[config.mk]
export PLATFORM = sky130hd
export DESIGN_NAME = multicycle_control
export DESIGN_NICKNAME = d
export VERILOG_FILES = /design/src/rtl/cpu_pkg.sv /design/src/rtl/mem_wait_timer.sv /design/src/rtl/multicycle_control.sv
export SDC_FILE = /design/constraint.sdc
export NUM_CORES = 1
export LEC_CHECK = 0
export ABC_AREA = 1
export CAP_MARGIN = 5
export CORE_MARGIN = 2
export CORE_UTILIZATION = 45
export CTS_CLUSTER_SIZE = 25
export DETAILED_ROUTE_END_ITERATION = 10
export GPL_TIMING_DRIVEN = 0
export PLACE_DENSITY = 0.75
export SKIP_CTS_REPAIR_TIMING = 1
export SYNTH_ARGS = -nofsm -noshare
export SYNTH_HDL_FRONTEND = slang
export SYNTH_SLANG_ARGS = --single-unit
[constraint.sdc]
create_clock -name clock -period 3.8 [get_ports clock]
set_input_delay 0.95 -clock clock [delete_from_list [all_inputs] [get_ports clock]]
set_output_delay 0.95 -clock clock [all_outputs]
set_load 0.03 [all_outputs]
[src/rtl/cpu_pkg.sv]
// cpu_pkg: shared state, opcode, ALU and mux-select encodings for the multicycle controller
package cpu_pkg;
  typedef enum logic [3:0] {
    S_FETCH, S_DECODE, S_EXEC_R, S_EXEC_I, S_MEM_ADDR, S_MEM_RD, S_MEM_WR,
    S_WB_R, S_WB_I, S_WB_MEM, S_BRANCH, S_JUMP, S_HALT
  } state_t;
  localparam logic [3:0] OP_R    = 4'h0;
  localparam logic [3:0] OP_ADDI = 4'h1;
  localparam logic [3:0] OP_LW   = 4'h2;
  localparam logic [3:0] OP_SW   = 4'h3;
  localparam logic [3:0] OP_BEQ  = 4'h4;
  localparam logic [3:0] OP_BNE  = 4'h5;
  localparam logic [3:0] OP_J    = 4'h6;
  localparam logic [3:0] OP_HALT = 4'hF;
  localparam logic [2:0] ALU_AND = 3'd0;
  localparam logic [2:0] ALU_OR  = 3'd1;
  localparam logic [2:0] ALU_ADD = 3'd2;
  localparam logic [2:0] ALU_SUB = 3'd3;
  localparam logic [2:0] ALU_SL  = 3'd4;
  localparam logic [2:0] ALU_SR  = 3'd5;
  localparam logic [2:0] ALU_SLT = 3'd6;
  localparam logic [1:0] SRCB_REG    = 2'b00;
  localparam logic [1:0] SRCB_TWO    = 2'b01;
  localparam logic [1:0] SRCB_IMM    = 2'b10;
  localparam logic [1:0] SRCB_IMM_SH = 2'b11;
  localparam logic [1:0] PCSRC_ALU    = 2'b00;
  localparam logic [1:0] PCSRC_ALUOUT = 2'b01;
  localparam logic [1:0] PCSRC_JUMP   = 2'b10;
  function automatic state_t decode_next(input logic [3:0] op);
    case (op)
      OP_R:          return S_EXEC_R;
      OP_ADDI:       return S_EXEC_I;
      OP_LW, OP_SW:  return S_MEM_ADDR;
      OP_BEQ, OP_BNE: return S_BRANCH;
      OP_J:          return S_JUMP;
      default:       return S_HALT;
    endcase
  endfunction
  function automatic logic is_legal(input logic [3:0] op);
    return (op <= OP_J) || (op == OP_HALT);
  endfunction
endpackage

[src/rtl/mem_wait_timer.sv]
// mem_wait_timer: counts consecutive memory wait cycles and flags the final allowed one
module mem_wait_timer #(
  parameter int MEM_TIMEOUT = 15
) (
  input  logic clock,
  input  logic reset,
  input  logic clear,
  input  logic count_en,
  output logic expired
);
  localparam logic [7:0] LAST = 8'(MEM_TIMEOUT - 1);
  logic [7:0] r_count;
  always_ff @(posedge clock) begin
    if (reset || clear) r_count <= 8'd0;
    else if (count_en) r_count <= r_count + 8'd1;
  end
  assign expired = count_en && (r_count == LAST);
endmodule

[src/rtl/multicycle_control.sv]
// multicycle_control: sequences fetch/decode/execute/memory/writeback for the 16-bit multicycle CPU
module multicycle_control
  import cpu_pkg::*;
#(
  parameter int MEM_TIMEOUT = 15
) (
  input  logic       clock,
  input  logic       reset,
  input  logic [3:0] opcode,
  input  logic [2:0] funct,
  input  logic       zero,
  input  logic       mem_ready,
  output logic [2:0] alu_control,
  output logic       alu_src_a,
  output logic [1:0] alu_src_b,
  output logic       pc_write,
  output logic [1:0] pc_source,
  output logic       ir_write,
  output logic       iord,
  output logic       mem_read,
  output logic       mem_write,
  output logic       reg_write,
  output logic       reg_dst,
  output logic       mem_to_reg,
  output logic       halted,
  output logic       fault
);
  state_t     r_state;
  state_t     w_next;
  logic [3:0] r_op;
  logic       r_fault;
  logic       w_wait;
  logic       w_count_en;
  logic       w_expired;
  logic       w_fault_set;
  assign w_wait     = (r_state == S_FETCH) || (r_state == S_MEM_RD) || (r_state == S_MEM_WR);
  assign w_count_en = w_wait && !mem_ready;
  mem_wait_timer #(.MEM_TIMEOUT(MEM_TIMEOUT)) u_timer (
    .clock    (clock),
    .reset    (reset),
    .clear    (!w_count_en),
    .count_en (w_count_en),
    .expired  (w_expired)
  );
  assign w_fault_set = w_expired
                    || ((r_state == S_DECODE) && !is_legal(opcode))
                    || ((r_state == S_EXEC_R) && (funct == 3'd7));
  always_comb begin
    w_next = S_HALT;
    case (r_state)
      S_FETCH:    w_next = mem_ready ? S_DECODE : (w_expired ? S_HALT : S_FETCH);
      S_DECODE:   w_next = decode_next(opcode);
      S_EXEC_R:   w_next = (funct == 3'd7) ? S_HALT : S_WB_R;
      S_EXEC_I:   w_next = S_WB_I;
      S_MEM_ADDR: w_next = (r_op == OP_SW) ? S_MEM_WR : S_MEM_RD;
      S_MEM_RD:   w_next = mem_ready ? S_WB_MEM : (w_expired ? S_HALT : S_MEM_RD);
      S_MEM_WR:   w_next = mem_ready ? S_FETCH : (w_expired ? S_HALT : S_MEM_WR);
      S_WB_R, S_WB_I, S_WB_MEM, S_BRANCH, S_JUMP: w_next = S_FETCH;
      default:    w_next = S_HALT;
    endcase
  end
  always_ff @(posedge clock) begin
    if (reset) begin
      r_state <= S_FETCH;
      r_fault <= 1'b0;
      r_op    <= OP_R;
    end else begin
      r_state <= w_next;
      r_fault <= r_fault || w_fault_set;
      if (r_state == S_DECODE) r_op <= opcode;
    end
  end
  always_comb begin
    alu_control = ALU_AND;
    alu_src_a   = 1'b0;
    alu_src_b   = SRCB_REG;
    pc_write    = 1'b0;
    pc_source   = PCSRC_ALU;
    ir_write    = 1'b0;
    iord        = 1'b0;
    mem_read    = 1'b0;
    mem_write   = 1'b0;
    reg_write   = 1'b0;
    reg_dst     = 1'b0;
    mem_to_reg  = 1'b0;
    case (r_state)
      S_FETCH: begin
        mem_read    = 1'b1;
        alu_src_b   = SRCB_TWO;
        alu_control = ALU_ADD;
        ir_write    = mem_ready;
        pc_write    = mem_ready;
      end
      S_DECODE: begin
        alu_src_b   = SRCB_IMM_SH;
        alu_control = ALU_ADD;
      end
      S_EXEC_R: begin
        alu_src_a   = 1'b1;
        alu_control = funct;
      end
      S_EXEC_I, S_MEM_ADDR: begin
        alu_src_a   = 1'b1;
        alu_src_b   = SRCB_IMM;
        alu_control = ALU_ADD;
      end
      S_MEM_RD: begin
        mem_read = 1'b1;
        iord     = 1'b1;
      end
      S_MEM_WR: begin
        mem_write = 1'b1;
        iord      = 1'b1;
      end
      S_WB_R: begin
        reg_write = 1'b1;
        reg_dst   = 1'b1;
      end
      S_WB_I: reg_write = 1'b1;
      S_WB_MEM: begin
        reg_write  = 1'b1;
        mem_to_reg = 1'b1;
      end
      S_BRANCH: begin
        alu_src_a   = 1'b1;
        alu_control = ALU_SUB;
        pc_source   = PCSRC_ALUOUT;
        pc_write    = (r_op == OP_BNE) ? !zero : zero;
      end
      S_JUMP: begin
        pc_write  = 1'b1;
        pc_source = PCSRC_JUMP;
      end
      default: ;
    endcase
  end
  assign halted = (r_state == S_HALT);
  assign fault  = r_fault;
endmodule

# Word-level counts from Yosys, hierarchy flattened
# Cells that the tools add are included.
[totals]
out_inout_bits = 18
regBits = 17
input_bits = 11
[classes]
eq_ne = 23
n_lt_le_gt_ge = 1
reduce_logical = 26
addsub = 1
n_mux = 23
[ops]
columns = ["op", "n"]
rows = [
  ["equality test 4 x 3 -> 1 bit (second input constant)", 8],
  ["one-hot mux 4 bit (8 select lines)", 1],
  ["2-to-1 mux 4 bit", 7],
  ["equality test 4 bit (second input constant)", 6],
  ["equality test 4 x 2 -> 1 bit (second input constant)", 5],
  ["one-hot mux 4 bit (5 select lines)", 1],
  ["OR reduction 2 bit", 5],
  ["2-to-1 mux 1 bit", 9],
  ["one-hot mux 3 bit (3 select lines)", 1],
  ["adder 8 x 1 -> 8 bit (second input constant)", 1],
  ["equality test 4 x 1 -> 1 bit (second input constant)", 2],
  ["equality test 8 x 4 -> 1 bit (second input constant)", 1],
  ["zero test 4 bit", 2],
  ["OR reduction 4 bit", 2],
  ["logical OR 1 bit", 7],
  ["one-hot mux 2 bit (3 select lines)", 1],
  ["OR reduction 5 bit", 1],
  ["less-or-equal comparator 4 x 3 -> 1 bit (second input constant)", 1],
  ["logical AND 1 bit", 4],
  ["zero test 1 bit", 4],
  ["one-hot mux 2 bit (2 select lines)", 1],
  ["equality test 3 bit (second input constant)", 1],
  ["one-hot mux 1 bit (3 select lines)", 1],
  ["OR reduction 3 bit", 1],
  ["2-to-1 mux 2 bit", 1],
]

# Longest topological paths before layout
[logic_depth]
word_depth = 8
ltp_mapped = 10
depth_no_buf = 10

# Cells and area by module
# A second synthesis with hierarchy kept.
[unflattened]
cells_unflattened = 200
hier_area_um2 = 1231.2
[by_module_without_submodules]
columns = ["mod", "n_inst", "cells_each", "area_per_inst_um2", "seq_area_each_um2"]
rows = [
  ["multicycle_control", 1, 143, 819.5, 180.2],
  ["mem_wait_timer", 1, 57, 411.6, 160.2],
]

# Least setup slack after synthesis
# Ideal clock, no wire load.
[synth_timing]
path_kind = "reg-to-output"
startpoint = "register r_state[3]"
endpoint = "output pc_write"
stages_incl_launch_ff = 7
required_time_ps = 2850
setup_slack_ps = 1087
arrival_time_ps = 1763
cell_sequence = "dfxtp_1 > inv_1 > nor2_1 > inv_2 > nor3_2 > inv_1 > o221ai_1"
[synth_via]
elab_chain_len = 2
elab_cells_between_ends = 4
cone_classes = "eq/ne: 2; mux: 1; reduce/logical: 1"
[synth_rtl]
columns = ["item", "line", "rtl"]
rows = [
  ["from (decl)", "multicycle_control.sv:28", "state_t r_state;"],
  ["from (signal assigned)", "multicycle_control.sv:68", "r_state <= w_next;"],
  ["equality test 4 bit / zero test 4 bit (equally long branches)", "multicycle_control.sv:86", "case (r_state)"],
  ["one-hot mux 1 bit (3 select lines) (*)", "multicycle_control.sv:86", ""],
  ["to (decl)", "multicycle_control.sv:16", "output logic pc_write,"],
]
# Mark *: on every way between the ends. The rest lies on a longest branch, timed or not.

# Final worst setup path
[layout_timing]
startpoint = "input mem_ready"
endpoint = "output pc_write"
[layout_via]
elab_chain_len = 1
[layout_rtl]
columns = ["item", "line", "rtl"]
rows = [
  ["from (decl)", "multicycle_control.sv:12", "input logic mem_ready,"],
  ["one-hot mux 1 bit (3 select lines)", "multicycle_control.sv:86", ""],
]
# No other way between the ends.

==> results <==
- The design draws 0.001063 W.
- The total area of sequential cells is 340.3 µm².
- The first TritonRoute pass finished after 4 iterations.
- Along the worst path, the maximum fanout reaches 4.
- The area added between synthesis and finish is 29.91%.
- Clock-pin slew was measured on the worst setup and hold paths at 0.10 ns.
- The minimum clock period is 3.467 ns.
- The part of the Yosys area used for sequential elements is 30.70%.
- The number of buffers created by CTS is 3.
- At the pin with the least slew margin, the transition time is 0.4438 ns.
- The total nets after synthesis is 182.
- The maximum single-stage delay on the critical path is 0.70 ns.
- The final layout contains 214 nets.
- The power density relative to cell area is 738.0 mW/mm².
- After synthesis, the mean cell area works out to 6.560 µm².
- Counting flops with a built-in enable in the synthesized netlist gives 0.
- The worst-case IR drop observed on VDD is 0.5192 mV.
- The run finished with clean final reports.
- The internal power consumption is 0.0005293 W.
- The TritonCTS clock tree is built.
- The tightest min-delay check is of the flip-flop to flip-flop type.
- After layout, the worst path uses 91.24% of the clock period.
- Headroom to the max-slew limit came out at 70.42%.
- The floorplan step set the die width to 53.64 µm.
- The estimated wirelength of the detail-placed design is 2.121 mm.
- The die covers 0.002877 mm².
- The synthesized flop and latch total is 17.
- The placer's final routability congestion estimate is 0.8370.
- Summed over all layers, the routed wires come to 2.562 mm.
- The number of antenna violations at the first check in global routing came to 0.
- The synthesized netlist occupies a cell area of 0.001109 mm².
- The count of endpoints failing hold in the final timing report was 0.
- The number of buffers on the longest clock path is 2.
- The count of max-cap constraint violations is 0.
- The critical path's top delay family is buffers and inverters.
- The worst clock skew is 0.006610 ns.
- The endpoint arrival time on the critical path is 2.52 ns.
- The final worst slack is 0.3328 ns.
- The share of power burned in the clock network is 8.7%.
- The overflow left after global routing is 0.
- The count of antenna-violating nets left after detailed routing is 0.
- In the routed design, unresolved DRC markers number 0.
- The max-slew violation total from the final report is 0.
- The share of total power consumed by net switching is 50.20%.
- The critical path's slowest cell is sky130_fd_sc_hd__clkdlybuf4s50_1.
- The floorplan has 17 rows.
- The count of filler cells inserted in the layout is 205.
- In this design, the critical path's most frequently occurring cell is sky130_fd_sc_hd__clkdlybuf4s50_1.
- Once the floorplan was initialized, standard cells occupied 48.71% of the core.
- The number of primary I/O pins is 29.
- The y dimension of the die is 53.64 µm.
- The buffer and inverter count on the worst path is 2.
- Summed over all failing endpoints, the final setup total negative slack is 0 ns.
- The number of distinct standard cells referenced by the synthesized netlist is 28.
- The leakage power is 0.6124 nW.
- The average vias per placed instance is 5.044.
- The timing-limited maximum frequency is 0.2884 GHz.
- The global-route wire length before repair is 4.305 mm.
- Per report_power, the combinational group accounts for 66.5% of the total.
- The count of port buffers added during placement is 27.
- The root buffer cell is sky130_fd_sc_hd__clkbuf_4.
- The via count is 1,150.
- The worst-skew pair later-pin latency is 0.28 ns.
- For this run, the leading register cell type out of synthesis is sky130_fd_sc_hd__dfxtp_1.
- For this run, asynchronously set or reset flops after synthesis account for 0%.
- The critical path goes through clkdlybuf4s50_1 > nand3_1 > o221ai_1 > clkdlybuf4s50_1.
- The pin count of the biggest net entering global routing is 11.
- For this run, the total global-route usage over all layers was measured as 19.93%.
- The H-tree depth reported by CTS is 1.
- The violation count after the first detailed-route iteration is 13.
- The library cell used most frequently in the layout, excluding fill and tap cells, is sky130_fd_sc_hd__nor2_1.
- The count of warnings emitted by yosys is 0.
- STA puts the critical path data required time at 2.85 ns.
- For this design the total switching power over the nets is 0.0005335 W.
- The type of the worst setup path is input pin to primary output.
- Prior to clock tree synthesis, the placed netlist has a worst setup slack of 0.3637 ns.
- Per report_power, the sequential group accounts for 24.8% of the total.
- In the layout the commonest cells are 42 x sky130_fd_sc_hd__nor2_1, 31 x sky130_fd_sc_hd__nand2_1, 27 x sky130_fd_sc_hd__clkdlybuf4s50_1, 17 x sky130_fd_sc_hd__dfxtp_1, 15 x sky130_fd_sc_hd__inv_1.
- In the final layout, the multi-input gates occupy 670.6 µm².
- The total clock sinks is 17.
- The post-route netlist has 13.50% of its cells at a drive strength greater than 1.
- In the final routed layout, each cell accounts on average for 11.24 µm.
- STA classifies the critical path startpoint as an input pin.
- On the final layout, the worst hold slack is 0.4862 ns.
- The final setup violation count is 0.
- The repair_antennas step left the layout with diodes totalling 0.
- Setup repair after global routing left no endpoint under its margin.
- The worst setup path is captured at a primary output.
- The standard cell core area is 0.002276 mm².
- The via count of the first global-routing pass is 1,037.
- The synthesized instance count is 169.
## power groups by stage
stage	Clock (W)	Combinational (W)	Sequential, W
floorplan	0	0.000481	0.000265
global placement	0	0.000695	0.000265
detailed placement	0	0.000706	0.000267
CTS	0.0000966	0.000708	0.000263
global route	0.000106	0.000764	0.000269
finish	0.0000927	0.000707	0.000264
## kinds of logic after synthesis
logic type	share of synthesized area (%)
simple gates	45.82
flops	30.70
compound gates	7.675
buf+inv	8.803
fa+ha+maj	2.257
xor+xnor	4.740
## final timing paths
check	startpoint	end	slack (ns)	cells after the start
worst min register to register	u_timer.r_count[0]	u_timer.r_count[0]	0.49	1
worst max register to register	r_state[1]	r_state[0]	2.44	7
worst max-delay path	mem_ready	pc_write	0.33	4
worst min-delay path	u_timer.r_count[0]	u_timer.r_count[0]	0.49	1
## metal layers
metal | share of wire (%) | global-route usage [%] | wire, µm
met5 | 0 | 0 | 0
met4 | 0.47 | 6.838 | 12
met3 | 4.8 | 1.944 | 124
met2 | 48 | 34.98 | 1229
met1 | 47 | 25.39 | 1196
## state kept, by name, indices dropped and copies added (netlist names)
signal,count
u_timer.r_count,8
r_state,4
r_op,4
fault,1
## layout make-up
cell class                 count  area share [%]
buffer                         2           1.043
multi-input combinational    128           46.57
sequential                    17           23.63
inverter                      22           5.734
timing repair buffer          27           18.77
clock buffer                   4           1.825
tap                           28           2.433
## stage by stage
| step | instance area [µm²] | instances | util [%] |
|---|---|---|---|
| after CTS | 1440 | 228 | 63.28 |
| after floorplan | 1109 | 169 | - |
| after global placement | 1414 | 224 | 62.12 |
| final | 1440 | 228 | 63.28 |
| after detailed placement | 1414 | 224 | 62.12 |
| after global routing | 1440 | 228 | 63.28 |
## cell usage after synthesis, types with 3 or more instances
master | number | area, µm²
sky130_fd_sc_hd__xor2_1 | 5 | 43.79
sky130_fd_sc_hd__nor2_1 | 42 | 157.7
sky130_fd_sc_hd__a21oi_1 | 7 | 35.03
sky130_fd_sc_hd__nor2_4 | 3 | 33.78
sky130_fd_sc_hd__nand2_1 | 31 | 116.4
sky130_fd_sc_hd__or2_2 | 3 | 18.77
sky130_fd_sc_hd__nand4_1 | 4 | 25.02
sky130_fd_sc_hd__nand2_2 | 4 | 25.02
sky130_fd_sc_hd__inv_2 | 7 | 26.28
sky130_fd_sc_hd__dfxtp_1 | 17 | 340.3
sky130_fd_sc_hd__inv_1 | 15 | 56.30
sky130_fd_sc_hd__nand3_1 | 12 | 60.06
## worst reg2reg max path: cells and delay by family (launching register included)
| family | cells | cell delay [ns] |
|---|---|---|
| AND/OR/NAND/NOR | 5 | 0.62 |
| flip-flops | 1 | 0.46 |
| buffers and inverters | 1 | 0.07 |
| AO/OA/AOI/OAI | 1 | 0.07 |
No activity file was read; power rests on OpenSTA's default activity.
